[src/rtl/pe_pkg.sv]
// Shared constants and helpers for the PE multiply-accumulate slice.
package pe_pkg;
  localparam int DW_DEF    = 8;
  localparam int ACCW_DEF  = 25;
  localparam int SAT_WRAP  = 0;
  localparam int SAT_CLAMP = 1;

  function automatic int clog2(input int n);
    int r;
    r = 0;
    while ((1 << r) < n) r++;
    return r;
  endfunction
endpackage

[src/rtl/pe_add_tree.sv]
// Registered pairwise adder tree: one register level per halving, each level one bit wider.
module pe_add_tree import pe_pkg::*; #(
  parameter int N  = 3,
  parameter int IW = 16,
  localparam int L  = clog2(N),
  localparam int OW = IW + L
) (
  input  logic            clk,
  input  logic            rst,
  input  logic            en_i,
  input  logic [N*IW-1:0] vec_i,
  output logic [OW-1:0]   sum_o
);

  function automatic int nodes(input int lvl);
    return (N + (1 << lvl) - 1) >> lvl;
  endfunction

  for (genvar k = 1; k <= L; k++) begin : g_lvl
    localparam int NP = nodes(k - 1);
    localparam int NK = nodes(k);
    localparam int W  = IW + k;

    logic [W-2:0] src [NP];
    logic [W-1:0] node_q [NK];

    if (k == 1) begin : g_src
      for (genvar j = 0; j < NP; j++) begin : g_tap
        assign src[j] = vec_i[j*IW +: IW];
      end
    end else begin : g_src
      assign src = g_lvl[k-1].node_q;
    end

    for (genvar j = 0; j < NK; j++) begin : g_node
      if (2*j + 1 < NP) begin : g_pair
        always_ff @(posedge clk or posedge rst) begin
          if (rst)       node_q[j] <= '0;
          else if (en_i) node_q[j] <= {src[2*j][W-2], src[2*j]} + {src[2*j+1][W-2], src[2*j+1]};
        end
      end else begin : g_pass
        // odd leftover rides through so every path has the same depth
        always_ff @(posedge clk or posedge rst) begin
          if (rst)       node_q[j] <= '0;
          else if (en_i) node_q[j] <= {src[2*j][W-2], src[2*j]};
        end
      end
    end
  end

  if (L == 0) begin : g_out_direct
    assign sum_o = vec_i;
  end else begin : g_out_tree
    assign sum_o = g_lvl[L].node_q[0];
  end

endmodule

[src/rtl/pe_mac_acc.sv]
// Dot-product MAC: registered multipliers, adder tree, and a group accumulator
// with wrap or saturate overflow handling and a sticky overflow flag.
module pe_mac_acc import pe_pkg::*; #(
  parameter int NTAP = 3,
  parameter int DW   = DW_DEF,
  parameter int ACCW = ACCW_DEF,
  parameter int SAT  = SAT_WRAP
) (
  input  logic               clk,
  input  logic               rst,
  input  logic               stall,
  input  logic               in_valid,
  input  logic               in_first,
  input  logic               in_last,
  input  logic [NTAP*DW-1:0] ifm_vec,
  input  logic [NTAP*DW-1:0] wgt_vec,
  output logic               out_valid,
  output logic [ACCW-1:0]    p_sum,
  output logic               ovf
);

  localparam int PW = 2 * DW;
  localparam int L  = clog2(NTAP);
  localparam int TW = PW + L;

  function automatic logic [PW-1:0] smul(input logic [DW-1:0] a, input logic [DW-1:0] b);
    return {{DW{a[DW-1]}}, a} * {{DW{b[DW-1]}}, b};
  endfunction

  logic              en;
  logic [PW-1:0]     prod_q [NTAP];
  logic [NTAP*PW-1:0] prod_vec;
  logic [L:0]        vld_q, first_q, last_q;
  logic [TW-1:0]     tree_sum;

  assign en = !stall;

  always_ff @(posedge clk or posedge rst) begin
    if (rst) begin
      for (int i = 0; i < NTAP; i++) prod_q[i] <= '0;
      vld_q   <= '0;
      first_q <= '0;
      last_q  <= '0;
    end else if (en) begin
      for (int i = 0; i < NTAP; i++) prod_q[i] <= smul(ifm_vec[i*DW +: DW], wgt_vec[i*DW +: DW]);
      vld_q[0]   <= in_valid;
      first_q[0] <= in_first;
      last_q[0]  <= in_last;
      for (int s = 1; s <= L; s++) begin
        vld_q[s]   <= vld_q[s-1];
        first_q[s] <= first_q[s-1];
        last_q[s]  <= last_q[s-1];
      end
    end
  end

  for (genvar i = 0; i < NTAP; i++) begin : g_pack
    assign prod_vec[i*PW +: PW] = prod_q[i];
  end

  pe_add_tree #(.N(NTAP), .IW(PW)) u_tree (
    .clk   (clk),
    .rst   (rst),
    .en_i  (en),
    .vec_i (prod_vec),
    .sum_o (tree_sum)
  );

  logic [ACCW-1:0] acc_q, acc_d, addend, base, p_sum_q;
  logic [ACCW:0]   full;
  logic            sticky_q, sticky_d, open_q, ovf_q, out_valid_q;
  logic            start, over;

  assign addend = ACCW'($signed(tree_sum));

  // a beat without first while no group is open still starts a fresh group
  always_comb begin
    start = first_q[L] || !open_q;
    base  = start ? '0 : acc_q;
    full  = {base[ACCW-1], base} + {addend[ACCW-1], addend};
    over  = full[ACCW] ^ full[ACCW-1];
    acc_d = full[ACCW-1:0];
    if (SAT == SAT_CLAMP && over)
      acc_d = full[ACCW] ? {1'b1, {(ACCW-1){1'b0}}} : {1'b0, {(ACCW-1){1'b1}}};
    sticky_d = (start ? 1'b0 : sticky_q) | over;
  end

  always_ff @(posedge clk or posedge rst) begin
    if (rst) begin
      acc_q       <= '0;
      sticky_q    <= 1'b0;
      open_q      <= 1'b0;
      p_sum_q     <= '0;
      ovf_q       <= 1'b0;
      out_valid_q <= 1'b0;
    end else if (en) begin
      out_valid_q <= vld_q[L] && last_q[L];
      if (vld_q[L]) begin
        acc_q    <= acc_d;
        sticky_q <= sticky_d;
        open_q   <= !last_q[L];
        if (last_q[L]) begin
          p_sum_q <= acc_d;
          ovf_q   <= sticky_d;
        end
      end
    end
  end

  assign out_valid = out_valid_q;
  assign p_sum     = p_sum_q;
  assign ovf       = ovf_q;

endmodule

[config.mk]
export PLATFORM = sky130hd
export DESIGN_NAME = pe_mac_acc
export DESIGN_NICKNAME = d
export VERILOG_FILES = /design/src/rtl/pe_pkg.sv /design/src/rtl/pe_add_tree.sv /design/src/rtl/pe_mac_acc.sv
export SDC_FILE = /design/constraint.sdc
export NUM_CORES = 1
export LEC_CHECK = 0
export BUFFER_PORTS_ARGS = -buffer_cell sky130_fd_sc_hd__buf_2
export CAP_MARGIN = 20
export CORE_MARGIN = 5
export CORE_UTILIZATION = 50
export CTS_BUF_LIST = sky130_fd_sc_hd__clkbuf_2
export CTS_CLUSTER_SIZE = 24
export DETAILED_ROUTE_END_ITERATION = 10
export PLACE_DENSITY = 0.68
export SYNTH_ARGS = -nofsm -noshare
export SYNTH_HDL_FRONTEND = slang
export SYNTH_SLANG_ARGS = --single-unit
[constraint.sdc]
create_clock -name clk -period 10.45 [get_ports clk]
set_input_delay 0.5225 -clock clk [delete_from_list [all_inputs] [get_ports clk]]
set_output_delay 0.5225 -clock clk [all_outputs]
set_load 0.01 [all_outputs]
## After elaboration in Yosys (flattened, before gate mapping)

Cells that the tools add are included.
W data, S select, Z words.

| storage, ports and cells | value |
|---|---|
| bits in registers | 162 |
| input port bits | 54 |
| logic and storage cells | 32 |

| operators by class | value |
|---|---|
| $add $sub $neg | 3 |
| multipliers | 3 |
| multiplexer cells | 2 |
| bitwise operators | 3 |
| reduce and logical (&&, ||, !) cells | 6 |

Operators by type and width:

| cell | number |
|---|---|
| $mul A8 B8 Y16 | 3 |
| $add A25 B18 Y26 | 1 |
| $mux W25 | 1 |
| $add A17 B16 Y18 | 1 |
| $add A16 B16 Y17 | 1 |
| $reduce_and A3 Y1 | 1 |
| $logic_not A1 Y1 | 2 |
| $reduce_and A2 Y1 | 1 |
| $logic_and A1 B1 Y1 | 1 |
| $logic_or A1 B1 Y1 | 1 |
| $mux W1 | 1 |
| $not A1 Y1 | 1 |
| $or A1 B1 Y1 | 1 |
| $xor A1 B1 Y1 | 1 |

## Longest topological paths before layout

Gate-level depths: netlist of run 1.

| depth | value |
|---|---|
| word-level depth | 6 |
| depth in mapped cells | 17 |

## Modules after synthesis

From an unflattened synthesis of run 1, not the netlist that was laid out.

| second synthesis, totals | value |
|---|---|
| cell total of the unflattened synthesis | 1752 |
| area total of the unflattened synthesis | 16462.0 um^2 |

By module, submodules not included:

| module | instances | cells an instance | area each (um^2) | seq. area each (um^2) |
|---|---|---|---|---|
| pe_mac_acc | 1 | 1413 | 13005.0 | 2777.7 |
| pe_add_tree | 1 | 339 | 3457.1 | 1276.2 |

## Worst setup path after synthesis of run 1

Ideal clock, no wire load.

| path | value |
|---|---|
| path type | input port to flip-flop |
| from | input port ifm_vec[13] |
| to | register prod_q[31] (netlist bit) |
| setup time | 124 ps |
| arrival | 4380 ps |
| data required time | 10326 ps |
| slack | 5946 ps |
| stages on the path | 15 |
| buffers on the path | 0 |
| cells stage by stage | and2_1 > fa_1 > inv_1 > fa_1 > inv_1 > fa_1 > inv_1 > fa_1 > inv_1 > ha_1 > a211oi_1 > o32a_1 > a2111oi_0 > nor3_1 > o31a_1 |

| between the ends | value |
|---|---|
| longest elaborated chain between the ends | 1 |

RTL lines:

| item | line | source |
|---|---|---|
| from (decl) | pe_mac_acc.sv:15 | `input logic [NTAP*DW-1:0] ifm_vec,` |
| $mul A8 B8 Y16 | pe_mac_acc.sv:27 | `return {{DW{a[DW-1]}}, a} * {{DW{b[DW-1]}}, b};` |
| to (decl) | pe_mac_acc.sv:31 | `logic [PW-1:0] prod_q [NTAP];` |

No other way between the ends.
A chain may end at the register's enable or synchronous reset.

## Final worst setup path of run 1

| path | value |
|---|---|
| from | input port ifm_vec[7] |
| to | register prod_q[47] (netlist bit) |

Same word-level chain as after synthesis.

==> out/metrics.json, run 1 <==
{
  "timing": {
    "timing.final.crit_period_ns": 4.22,
    "timing.final.setup_violations": 0,
    "finalClockSkew_ns": 0.0442,
    "timing.max_slew.rel_slack_pct": 39.3,
    "final.setup.tns_ns": 0,
    "report.final.slew_viol_count": 0,
    "worstMarginPinSlew_ns": 0.911,
    "unrepaired_setup_endpoints_after_global_routing": "no",
    "maxClockFrequency_mhz": 237,
    "timing.hold.ws_ns": 0.0691,
    "final_min_period_over_clock_period_pct": 40.4,
    "timing.final.hold_violations": 0
  },
  "clock_tree": {
    "count_of_buffers_added_by_post_cts_timing_repair_for_setup": 0,
    "clockBufferDepth": 2,
    "cts.reportedPaths.clkPinSlew_ns": 0.20,
    "numClockSinks": 162,
    "clkLatencyLatePin_ns": 0.74,
    "cts_resized": 0,
    "cts_tree": "built",
    "ctsHoldBuffers": 1,
    "tritoncts.num_buffers": 17,
    "h-tree-depth": 4,
    "clock_tree.root_cell": "clkbuf_2"
  },
  "cells_and_area": {
    "number_of_cells_in_the_finished_layout_apart_from_fillers": 2215,
    "area_used_by_multi_input_combinational_logic_um2": 10900,
    "layout_common_cells": "inv_1 (274), nand2_1 (177), fa_1 (168), dfrtp_1 (162), and2_1 (153)",
    "layout.cells.most_common": "inv_1",
    "syn_to_final_growth_pct": 6.88,
    "final_net_count": 2169,
    "seq_area_um2": 4050,
    "layout-drive-gt1-share_pct": 9.49,
    "final.fill_count": 2951
  },
  "pwr": {
    "power_density_nw_per_um2": 255,
    "leakage_power_total_uw": 0.00852,
    "finalPower_uw": 4400,
    "worst_ir_drop_vdd_mv": 0.139
  },
  "yosys": {
    "yosys_warnings": 0,
    "yosys.cell_types.count": 67,
    "synthesized_area_divided_by_synthesized_cell_count_um2": 9.35,
    "synthDominantAreaCellType": "dfrtp_1",
    "syn_area_um2": 16200,
    "main_area_contributors_after_synthesis": "dfrtp_1 (25%), fa_1 (21%), ha_1 (11%), inv_1 (6.4%), and2_1 (5.9%)",
    "synth.net_count": 2095,
    "yosysSeqAreaShare_pct": 25.1,
    "synthesis.instances": 1728,
    "asyncSetResetFlopFracSynth_pct": 100,
    "synth-seq-cells": 162,
    "number_of_flops_mapped_to_enable_cells_by_yosys": 0,
    "netlist.area_leader.share_pct": 25.1,
    "ys_dominant_reg_cell": "dfrtp_1"
  },
  "setup_path": {
    "setup.worst_path.end_class": "flop",
    "setup.worst_path.start": "ifm_vec[7]",
    "worst-endpoint-required_ns": 11.11,
    "worst-path-buf-inv": 5,
    "critical-path-slowest-cell": "fa_1",
    "worstPathMaxFanout": 8,
    "worstSetupEndpoint": "prod_q[47]$_DFFE_PP0N_",
    "path_cells": "buf_2 -> and2_1 -> fa_1 -> inv_1 -> fa_1 -> inv_1 -> fa_1 -> inv_1 -> fa_1 -> inv_1 -> ha_1 -> nor2b_1 -> a41oi_1 -> a2111oi_0 -> or3_1 -> a31oi_1",
    "worst_path_largest_cell_delay_ns": 0.62,
    "r2r_setup_slack_ns": 7.30,
    "rr_endpoint": "acc_q[22]$_DFFE_PP0P_",
    "r2r_start": "first_q[2]$_DFFE_PP0N_",
    "worstSetupPathDepth": 16,
    "worstSetupPathType": "in2reg",
    "crit_path_start_kind": "primary input",
    "arrival_time_worst_endpoint_ns": 4.88,
    "rr_worst_depth": 13,
    "cpLargestDelayFamily": "adder cells"
  },
  "route": {
    "vias_per_cell": 5.29,
    "route.detailed.wl_per_inst_um": 14.5,
    "finalWirelength_mm": 32.1,
    "routed-via-count": 11700,
    "number_of_detailed_route_iterations_in_the_first_pass": 6,
    "post-route-drc-count": 0,
    "ant_nets": 0,
    "first_iter_violations": 630
  },
  "global_routing": {
    "first_pass_grt_wire_length_mm": 56.8,
    "overflow": 0,
    "grt_max_degree": 92,
    "antenna_found_initial": 1,
    "first_global_vias": 12200,
    "global_route.usage.total_pct": 18.7
  },
  "floorplan": {
    "die-area_um2": 36000,
    "io-pin-count": 81,
    "placement_rows": 65,
    "die-height_um": 190,
    "initial_core_util_pct": 50.9,
    "core_area_um2": 31700,
    "die_w_um": 190
  },
  "flow_run": {
    "maxCapViolations": 0
  },
  "place": {
    "io_buffer_count": 80,
    "hpwlAfterDp_mm": 25.7,
    "placed_cells_incl_taps": 2181,
    "gp_routability_congestion": 0.886
  },
  "min_path": {
    "hold_class": "in2reg"
  },
  "run_status": {
    "outcome": "complete, no violations"
  }
}
## cells by family after synthesis
group	share of synthesized area, %
flops	25.1
xor+xnor	4.01
buf+inv	7.20
simple gates	15.3
mux	3.47
fa+ha+maj	32.0
compound gates	12.9
## state kept, by name (all words and copies together), names as in the netlist, 3 cells and up
name and cells:
acc_q 25, first_q 3, last_q 3, p_sum 25, prod_q 48, u_tree.g_lvl.node_q 33, u_tree.sum_o 18, vld_q 3
## final cells by class
type,count,area share [%]
multi-input cells,1256,63.3
repair buffers,89,2.88
inverters,276,6.03
clock buffers,18,0.522
diodes,1,0.0145
well taps,402,2.91
clock inverters,11,0.812
flip-flops and latches,162,23.5
## per-layer routing
layer / global-route usage, % / part of all wire [%] / up-vias
li1: - / - / 5795
met1: 25.0 / 45 / 5751
met2: 33.2 / 51 / 128
met3: 2.42 / 2.3 / 33
met4: 3.28 / 1.2 / 0
met5: 0 / 0 / -
## how the worst min path moves through the flow
stage	end	start	slack, ns	cells past startpoint
after CTS	first_q[0]$_DFFE_PP0N_	in_first	0.002	2
after floorplan	acc_q[0]$_DFFE_PP0P_	acc_q[0]$_DFFE_PP0P_	0.44	2
after global routing	vld_q[0]$_DFFE_PP0N_	in_valid	0.01	2
final	vld_q[0]$_DFFE_PP0N_	in_valid	0.07	2
after detailed placement	acc_q[0]$_DFFE_PP0P_	acc_q[0]$_DFFE_PP0P_	0.46	2
after global placement	acc_q[0]$_DFFE_PP0P_	acc_q[0]$_DFFE_PP0P_	0.45	2
## Yosys cell counts (15+ instances only)
cell type,instances
o21ai_0,125
mux2_2,48
nand2_1,177
a21o_1,23
nor2b_1,36
o21a_1,15
fa_1,168
nor3_1,15
xnor2_1,46
dfrtp_1,162
and2_1,153
ha_1,145
xor2_1,28
inv_1,275
nor2_1,55
clkbuf_1,29
a21oi_1,63
## metrics by stage
step | util [%] | instance area (um2) | worst slack [ns]
2_1_floorplan | - | 16200 | 5.55
3_3_place_gp | 53.5 | 17000 | 5.61
3_5_place_dp | 53.5 | 17000 | 5.47
4_1_cts | 54.3 | 17200 | 6.25
5_1_grt | 54.4 | 17300 | 5.98
6_report | 54.4 | 17300 | 6.23
## power breakdown
part / leakage, uW / internal, uW / switching (uW) / total, uW
clock network: 0.000135 / 129 / 216 / 344
registers: 0.00198 / 907 / 182 / 1090
logic: 0.00641 / 1310 / 1650 / 2970
total: 0.00852 / 2350 / 2050 / 4400
Power figures use the tool's default switching activity.
==> run 2: changes to the inputs <==
==> constraint.sdc (replaced) <==
create_clock -name clk -period 4.33 [get_ports clk]
set_input_delay 0.2165 -clock clk [delete_from_list [all_inputs] [get_ports clk]]
set_output_delay 0.2165 -clock clk [all_outputs]
set_load 0.01 [all_outputs]
==> run 2 against run 1 <==
Global-route usage increased by 0.71 points. Combinational power increased to 2.6 times the previous value. Flip-flop and latch count unchanged. Total power increased to 2.5 times the previous value. Clock skew increased by 0.013 ns. Largest cell class unchanged. Largest power group unchanged. Highest routed layer unchanged.
==> out/metrics.json, run 2 (synthesis results as in run 1) <==
{
  "clock_tree": {
    "cts_tree": "built",
    "h-tree-depth": 4,
    "tritoncts.num_buffers": 17,
    "numClockSinks": 162,
    "cts.reportedPaths.clkPinSlew_ns": 0.24,
    "clock_tree.root_cell": "clkbuf_2",
    "clkLatencyLatePin_ns": 0.75,
    "clockBufferDepth": 2
  },
  "floorplan": {
    "die-area_um2": 36000,
    "die_w_um": 190,
    "initial_core_util_pct": 50.9,
    "placement_rows": 65,
    "core_area_um2": 31700,
    "die-height_um": 190,
    "io-pin-count": 81
  },
  "global_routing": {
    "overflow": 0,
    "antenna_found_initial": 1,
    "first_global_vias": 12700,
    "first_pass_grt_wire_length_mm": 58.7,
    "global_route.usage.total_pct": 19.4,
    "grt_max_degree": 105
  },
  "route": {
    "number_of_detailed_route_iterations_in_the_first_pass": 5,
    "vias_per_cell": 5.25,
    "routed-via-count": 12100,
    "first_iter_violations": 579,
    "ant_nets": 0,
    "post-route-drc-count": 0,
    "finalWirelength_mm": 33.0,
    "route.detailed.wl_per_inst_um": 14.3
  },
  "place": {
    "post-place-ws_ns": -0.197,
    "gp_routability_congestion": 0.877,
    "io_buffer_count": 80,
    "hpwlAfterDp_mm": 26.8
  },
  "cells_and_area": {
    "layout-drive-gt1-share_pct": 13.3,
    "layout.cells.most_common": "inv_1",
    "reg_top3": "prod_q (48), u_tree.g_lvl.node_q (33)",
    "syn_to_final_growth_pct": 11.1,
    "final_net_count": 2256,
    "layout_common_cells": "inv_1 (274), nand2_1 (177), fa_1 (168), dfrtp_1 (162), and2_1 (153)",
    "largest_register": "prod_q",
    "max_ffs_per_register": 48
  },
  "timing": {
    "worstMarginPinSlew_ns": 0.997,
    "final.setup.tns_ns": 0,
    "timing.max_slew.rel_slack_pct": 33.6,
    "timing.final.crit_period_ns": 4.21,
    "timing.final.setup_violations": 0,
    "maxClockFrequency_mhz": 237,
    "final_min_period_over_clock_period_pct": 97.3,
    "timing.final.hold_violations": 0,
    "setup_slack_ns": 0.117,
    "unrepaired_setup_endpoints_after_global_routing": "no",
    "finalClockSkew_ns": 0.0574,
    "report.final.slew_viol_count": 0
  },
  "flow_run": {
    "maxCapViolations": 0
  },
  "pwr": {
    "power.share.combinational_pct": 69.1,
    "switchingPower_uw": 5130,
    "power.switching_fraction_pct": 46.6,
    "power_density_nw_per_um2": 614,
    "finalPower_uw": 11000,
    "share_clk_of_total_power_pct": 7.0,
    "leakage_power_total_uw": 0.00892,
    "seq_power_share_pct": 23.9,
    "cellInternalPower_uw": 5880,
    "worst_ir_drop_vdd_mv": 0.421
  },
  "setup_path": {
    "worstPathMaxFanout": 3,
    "worst_path_largest_cell_delay_ns": 0.55,
    "setup.worst_path.end_class": "flop",
    "worst-endpoint-required_ns": 4.98,
    "arrival_time_worst_endpoint_ns": 4.86,
    "crit_path_start_kind": "primary input",
    "path_cells": "dlygate4sd3_1 -> buf_2 -> nand2b_1 -> fa_1 -> fa_1 -> inv_1 -> fa_1 -> inv_1 -> fa_1 -> inv_1 -> ha_1 -> inv_1 -> o21ai_0 -> a41oi_1 -> a2111oi_2 -> or3_1 -> a31oi_1",
    "worstSetupPathType": "in2reg",
    "critical-path-slowest-cell": "fa_1"
  },
  "min_path": {
    "hold_class": "in2reg"
  },
  "run_status": {
    "outcome": "complete, no violations"
  }
}
[run 2: worst paths after layout]
| path | slack [ns] | start | cells past startpoint | to |
|---|---|---|---|---|
| setup reg to reg | 1.17 | first_q[2]$_DFFE_PP0N_ | 13 | acc_q[22]$_DFFE_PP0P_ |
| hold / removal | 0.11 | ifm_vec[9] | 4 | prod_q[17]$_DFFE_PP0N_ |
| max in group asynchronous | 3.17 | rst | 4 | acc_q[2]$_DFFE_PP0P_ |
| setup / recovery | 0.12 | ifm_vec[0] | 17 | prod_q[47]$_DFFE_PP0N_ |
| min in group asynchronous | 0.17 | rst | 3 | u_tree.g_lvl[1].node_q[27]$_DFFE_PP0N_ |
| hold reg to reg | 0.49 | first_q[1]$_DFFE_PP0N_ | 1 | first_q[2]$_DFFE_PP0N_ |
[run 2: cell type report]
cell class	count	area, um2
Antenna cell	1	2.50
Multi-Input combinational cell	1256	11000
Clock inverter	15	131
Clock buffer	17	85.1
Tap cell	402	503
Fill cell	2869	13800
Sequential cell	162	4050
Inverter	276	1040
Timing Repair Buffer	176	1170
[run 2: routing by layer]
layer  up-vias  part of all wire (%)  global-route usage, %
li1       5982                     -                      -
met5         -                     0                      0
met4         0                   1.6                   4.15
met3        39                   2.0                   2.50
met2       126                    51                   34.6
met1      5962                    45                   25.5
[run 2: through the flow]
stage	cell area (um2)	std cells	hold WS, ns	util (%)
3_5_place_dp	17600	2259	0.459	55.4
3_3_place_gp	17600	2259	0.450	55.4
6_report	17900	2305	0.105	56.6
5_1_grt	17900	2305	0.0404	56.6
4_1_cts	17900	2304	0.0591	56.5
2_1_floorplan	16200	1728	0.353	-
[run 2: power groups by stage]
stage | clock network, uW | logic (uW) | registers [uW]
2_1_floorplan | 0 | 5660 | 2550
3_3_place_gp | 0 | 7330 | 2660
3_5_place_dp | 0 | 7570 | 2680
4_1_cts | 801 | 7620 | 2640
5_1_grt | 869 | 8740 | 2720
6_report | 774 | 7610 | 2630
[run 2: repair_timing]
item                                    in CTS  in global routing
hold buffers                                13                  0
buffers inserted                             0                  0
hold endpoints to repair                    62                  0
resized for setup                            0                  5
endpoints found under the setup margin       0                  4
[run 2: worst max-delay path: cells and delay by family]
family | cells | cell delay, ns
buffers and inverters | 6 | 0.90
adders and majority gates | 5 | 2.43
and+or+nand+nor | 2 | 0.48
AOI/OAI and AO/OA | 4 | 0.83
==> run 3: changes to the inputs <==
--- a/config.mk
+++ b/config.mk
@@ -5,9 +5,9 @@
 export SDC_FILE = /design/constraint.sdc
 export NUM_CORES = 1
 export LEC_CHECK = 0
-export BUFFER_PORTS_ARGS = -buffer_cell sky130_fd_sc_hd__buf_2
+export BUFFER_PORTS_ARGS = -buffer_cell sky130_fd_sc_hd__buf_4
 export CAP_MARGIN = 20
-export CORE_MARGIN = 5
+export CORE_MARGIN = 4
 export CORE_UTILIZATION = 50
 export CTS_BUF_LIST = sky130_fd_sc_hd__clkbuf_2
 export CTS_CLUSTER_SIZE = 24
==> run 3 against run 2 <==
Design area is 0.47% higher. Global-route usage is 0.055 points lower. Critical path depth is 2 higher. Routed wire length is 1.8% lower. Register-to-register slack worse by 0.28 ns. Setup slack better by 0.038 ns. Clock power is 4.5% lower. Fmax is 0.90% higher. Critical path type unchanged. Highest routed layer unchanged.
==> out/metrics.json, run 3 (synthesis results as in run 1) <==
{
  "run_status": {
    "outcome": "complete, no violations"
  },
  "timing": {
    "timing.max_slew.rel_slack_pct": 44.3,
    "unrepaired_setup_endpoints_after_global_routing": "no",
    "timing.final.hold_violations": 0,
    "maxClockFrequency_mhz": 239,
    "timing.final.crit_period_ns": 4.18,
    "final.setup.tns_ns": 0,
    "finalClockSkew_ns": 0.0519,
    "report.final.slew_viol_count": 0,
    "worstMarginPinSlew_ns": 0.836,
    "final_min_period_over_clock_period_pct": 96.4,
    "timing.final.setup_violations": 0
  },
  "setup_path": {
    "worst-path-buf-inv": 8,
    "critical-path-slowest-cell": "dlygate4sd3_1",
    "arrival_time_worst_endpoint_ns": 4.81,
    "timing.critical_path.mode_cell": "inv_1",
    "crit_path_start_kind": "primary input",
    "rr_worst_depth": 11,
    "worstSetupPathType": "in2reg",
    "worstPathMaxFanout": 4,
    "worst-endpoint-required_ns": 4.96,
    "r2r_start": "first_q[2]$_DFFE_PP0N_",
    "setup.worst_path.end_class": "flop",
    "r2r_setup_slack_ns": 0.89,
    "path_cells": "dlygate4sd3_1 -> buf_4 -> and2_1 -> buf_4 -> ha_1 -> inv_1 -> fa_1 -> inv_1 -> fa_1 -> inv_1 -> fa_1 -> inv_1 -> ha_1 -> o21ai_0 -> o32a_1 -> a2111oi_0 -> buf_4 -> nor3_1 -> o31a_1",
    "cpLargestDelayFamily": "adder cells",
    "worst_path_largest_cell_delay_ns": 0.54,
    "rr_endpoint": "acc_q[23]$_DFFE_PP0P_"
  },
  "cells_and_area": {
    "layout-drive-gt1-share_pct": 12.4,
    "layout_common_cells": "inv_1 (274), nand2_1 (177), fa_1 (168), dfrtp_1 (162), and2_1 (153)",
    "final.fill_count": 2874,
    "largest_register": "prod_q",
    "max_ffs_per_register": 48,
    "layout.cells.most_common": "inv_1",
    "number_of_cells_in_the_finished_layout_apart_from_fillers": 2292,
    "final_net_count": 2243,
    "finish.utilization_pct": 56.8,
    "reg_top3": "prod_q (48), u_tree.g_lvl.node_q (33)",
    "syn_to_final_growth_pct": 11.6
  },
  "global_routing": {
    "first_pass_grt_wire_length_mm": 58.2,
    "grt_max_degree": 163,
    "antenna_found_initial": 1,
    "first_global_vias": 12500,
    "overflow": 0,
    "global_route.usage.total_pct": 19.4
  },
  "floorplan": {
    "die-height_um": 188,
    "die-area_um2": 35300,
    "die_w_um": 188,
    "core_area_um2": 31700,
    "placement_rows": 65,
    "io-pin-count": 81,
    "initial_core_util_pct": 50.9
  },
  "route": {
    "vias_per_cell": 5.25,
    "first_iter_violations": 616,
    "routed-via-count": 12000,
    "number_of_detailed_route_iterations_in_the_first_pass": 5,
    "post-route-drc-count": 0,
    "ant_nets": 0,
    "finalWirelength_mm": 32.4,
    "route.detailed.wl_per_inst_um": 14.1
  },
  "place": {
    "gp_routability_congestion": 0.878,
    "placed_cells_incl_taps": 2242,
    "io_buffer_count": 80,
    "hpwlAfterDp_mm": 26.1
  },
  "pwr": {
    "power_density_nw_per_um2": 608,
    "leakage_power_total_uw": 0.00890,
    "worst_ir_drop_vdd_mv": 0.306
  },
  "min_path": {
    "timing.hold.worst_path_depth": 4,
    "hold_critical_path_endpoint": "prod_q[33]$_DFFE_PP0N_",
    "hold_class": "in2reg",
    "hold_start": "ifm_vec[1]"
  },
  "clock_tree": {
    "cts_tree": "built",
    "numClockSinks": 162,
    "clock_tree.root_cell": "clkbuf_2",
    "clockBufferDepth": 2,
    "cts.reportedPaths.clkPinSlew_ns": 0.25,
    "count_of_buffers_added_by_post_cts_timing_repair_for_setup": 0,
    "tritoncts.num_buffers": 17,
    "h-tree-depth": 4,
    "clkLatencyLatePin_ns": 0.70
  },
  "flow_run": {
    "maxCapViolations": 0
  }
}
==> run 3: layout make-up <==
type / instances / area, um2 / share of cell area (%)
timing repair buffer: 163 / 1280 / 7.09
clock inverter: 14 / 115 / 0.639
antenna: 1 / 2.50 / 0.0139
multi-input combinational: 1256 / 10900 / 60.7
clock buffer: 18 / 90.1 / 0.500
inverter: 276 / 1040 / 5.77
tap: 402 / 503 / 2.79
sequential: 162 / 4050 / 22.5
==> run 3: worst max path at each step <==
stage / slack (ns) / to / from / cells after the start
after floorplan: 0.13 / prod_q[31]$_DFFE_PP0N_ / ifm_vec[13] / 15
after global placement: -0.09 / prod_q[31]$_DFFE_PP0N_ / ifm_vec[14] / 17
after detailed placement: -0.15 / prod_q[47]$_DFFE_PP0N_ / wgt_vec[4] / 17
after CTS: 0.17 / prod_q[30]$_DFFE_PP0N_ / wgt_vec[8] / 18
after global routing: 0.008 / prod_q[30]$_DFFE_PP0N_ / wgt_vec[8] / 18
final: 0.15 / prod_q[31]$_DFFE_PP0N_ / wgt_vec[8] / 19
==> run 3: per-stage QoR <==
step	hold WS (ns)	power [uW]	instance area [um2]	setup slack [ns]
6_report	0.108	11000	18000	0.154
5_1_grt	0.0199	12300	18000	0.00764
4_1_cts	0.0198	11000	18000	0.173
3_5_place_dp	0.454	10300	17600	-0.151
3_3_place_gp	0.451	10000	17600	-0.0940
2_1_floorplan	0.353	8210	16200	0.132
==> run 3: metal layers <==
metal,GRT usage [%],share of wire (%),up-vias
li1,-,-,5950
met1,25.7,45,5947
met2,35.0,52,124
met3,2.38,2.2,23
met4,2.71,0.73,0
met5,0,0,-
==> run 3: timing repair <==
item / CTS / global route
endpoints found under the hold margin: 179 / 1
hold buffers: 16 / 1
gates resized for setup: 0 / 4
endpoints found under the setup margin: 0 / 2
==> run 3: where the power goes <==
part           switching (uW)  internal [uW]  leakage [uW]  total, uW
sequential                434           2190       0.00198       2620
clock                     535            204      0.000125        739
combinational            4100           3500       0.00680       7600
total                    5070           5890       0.00890      11000
==> run 3: worst register-to-register path, delay by kind of cell (launching register included) <==
family,cells,cell delay [ns]
compound gates,5,1.20
xor+xnor,1,0.26
fa+ha+maj,1,0.31
buf+inv,1,0.33
flops,1,0.44
simple gates,3,0.78
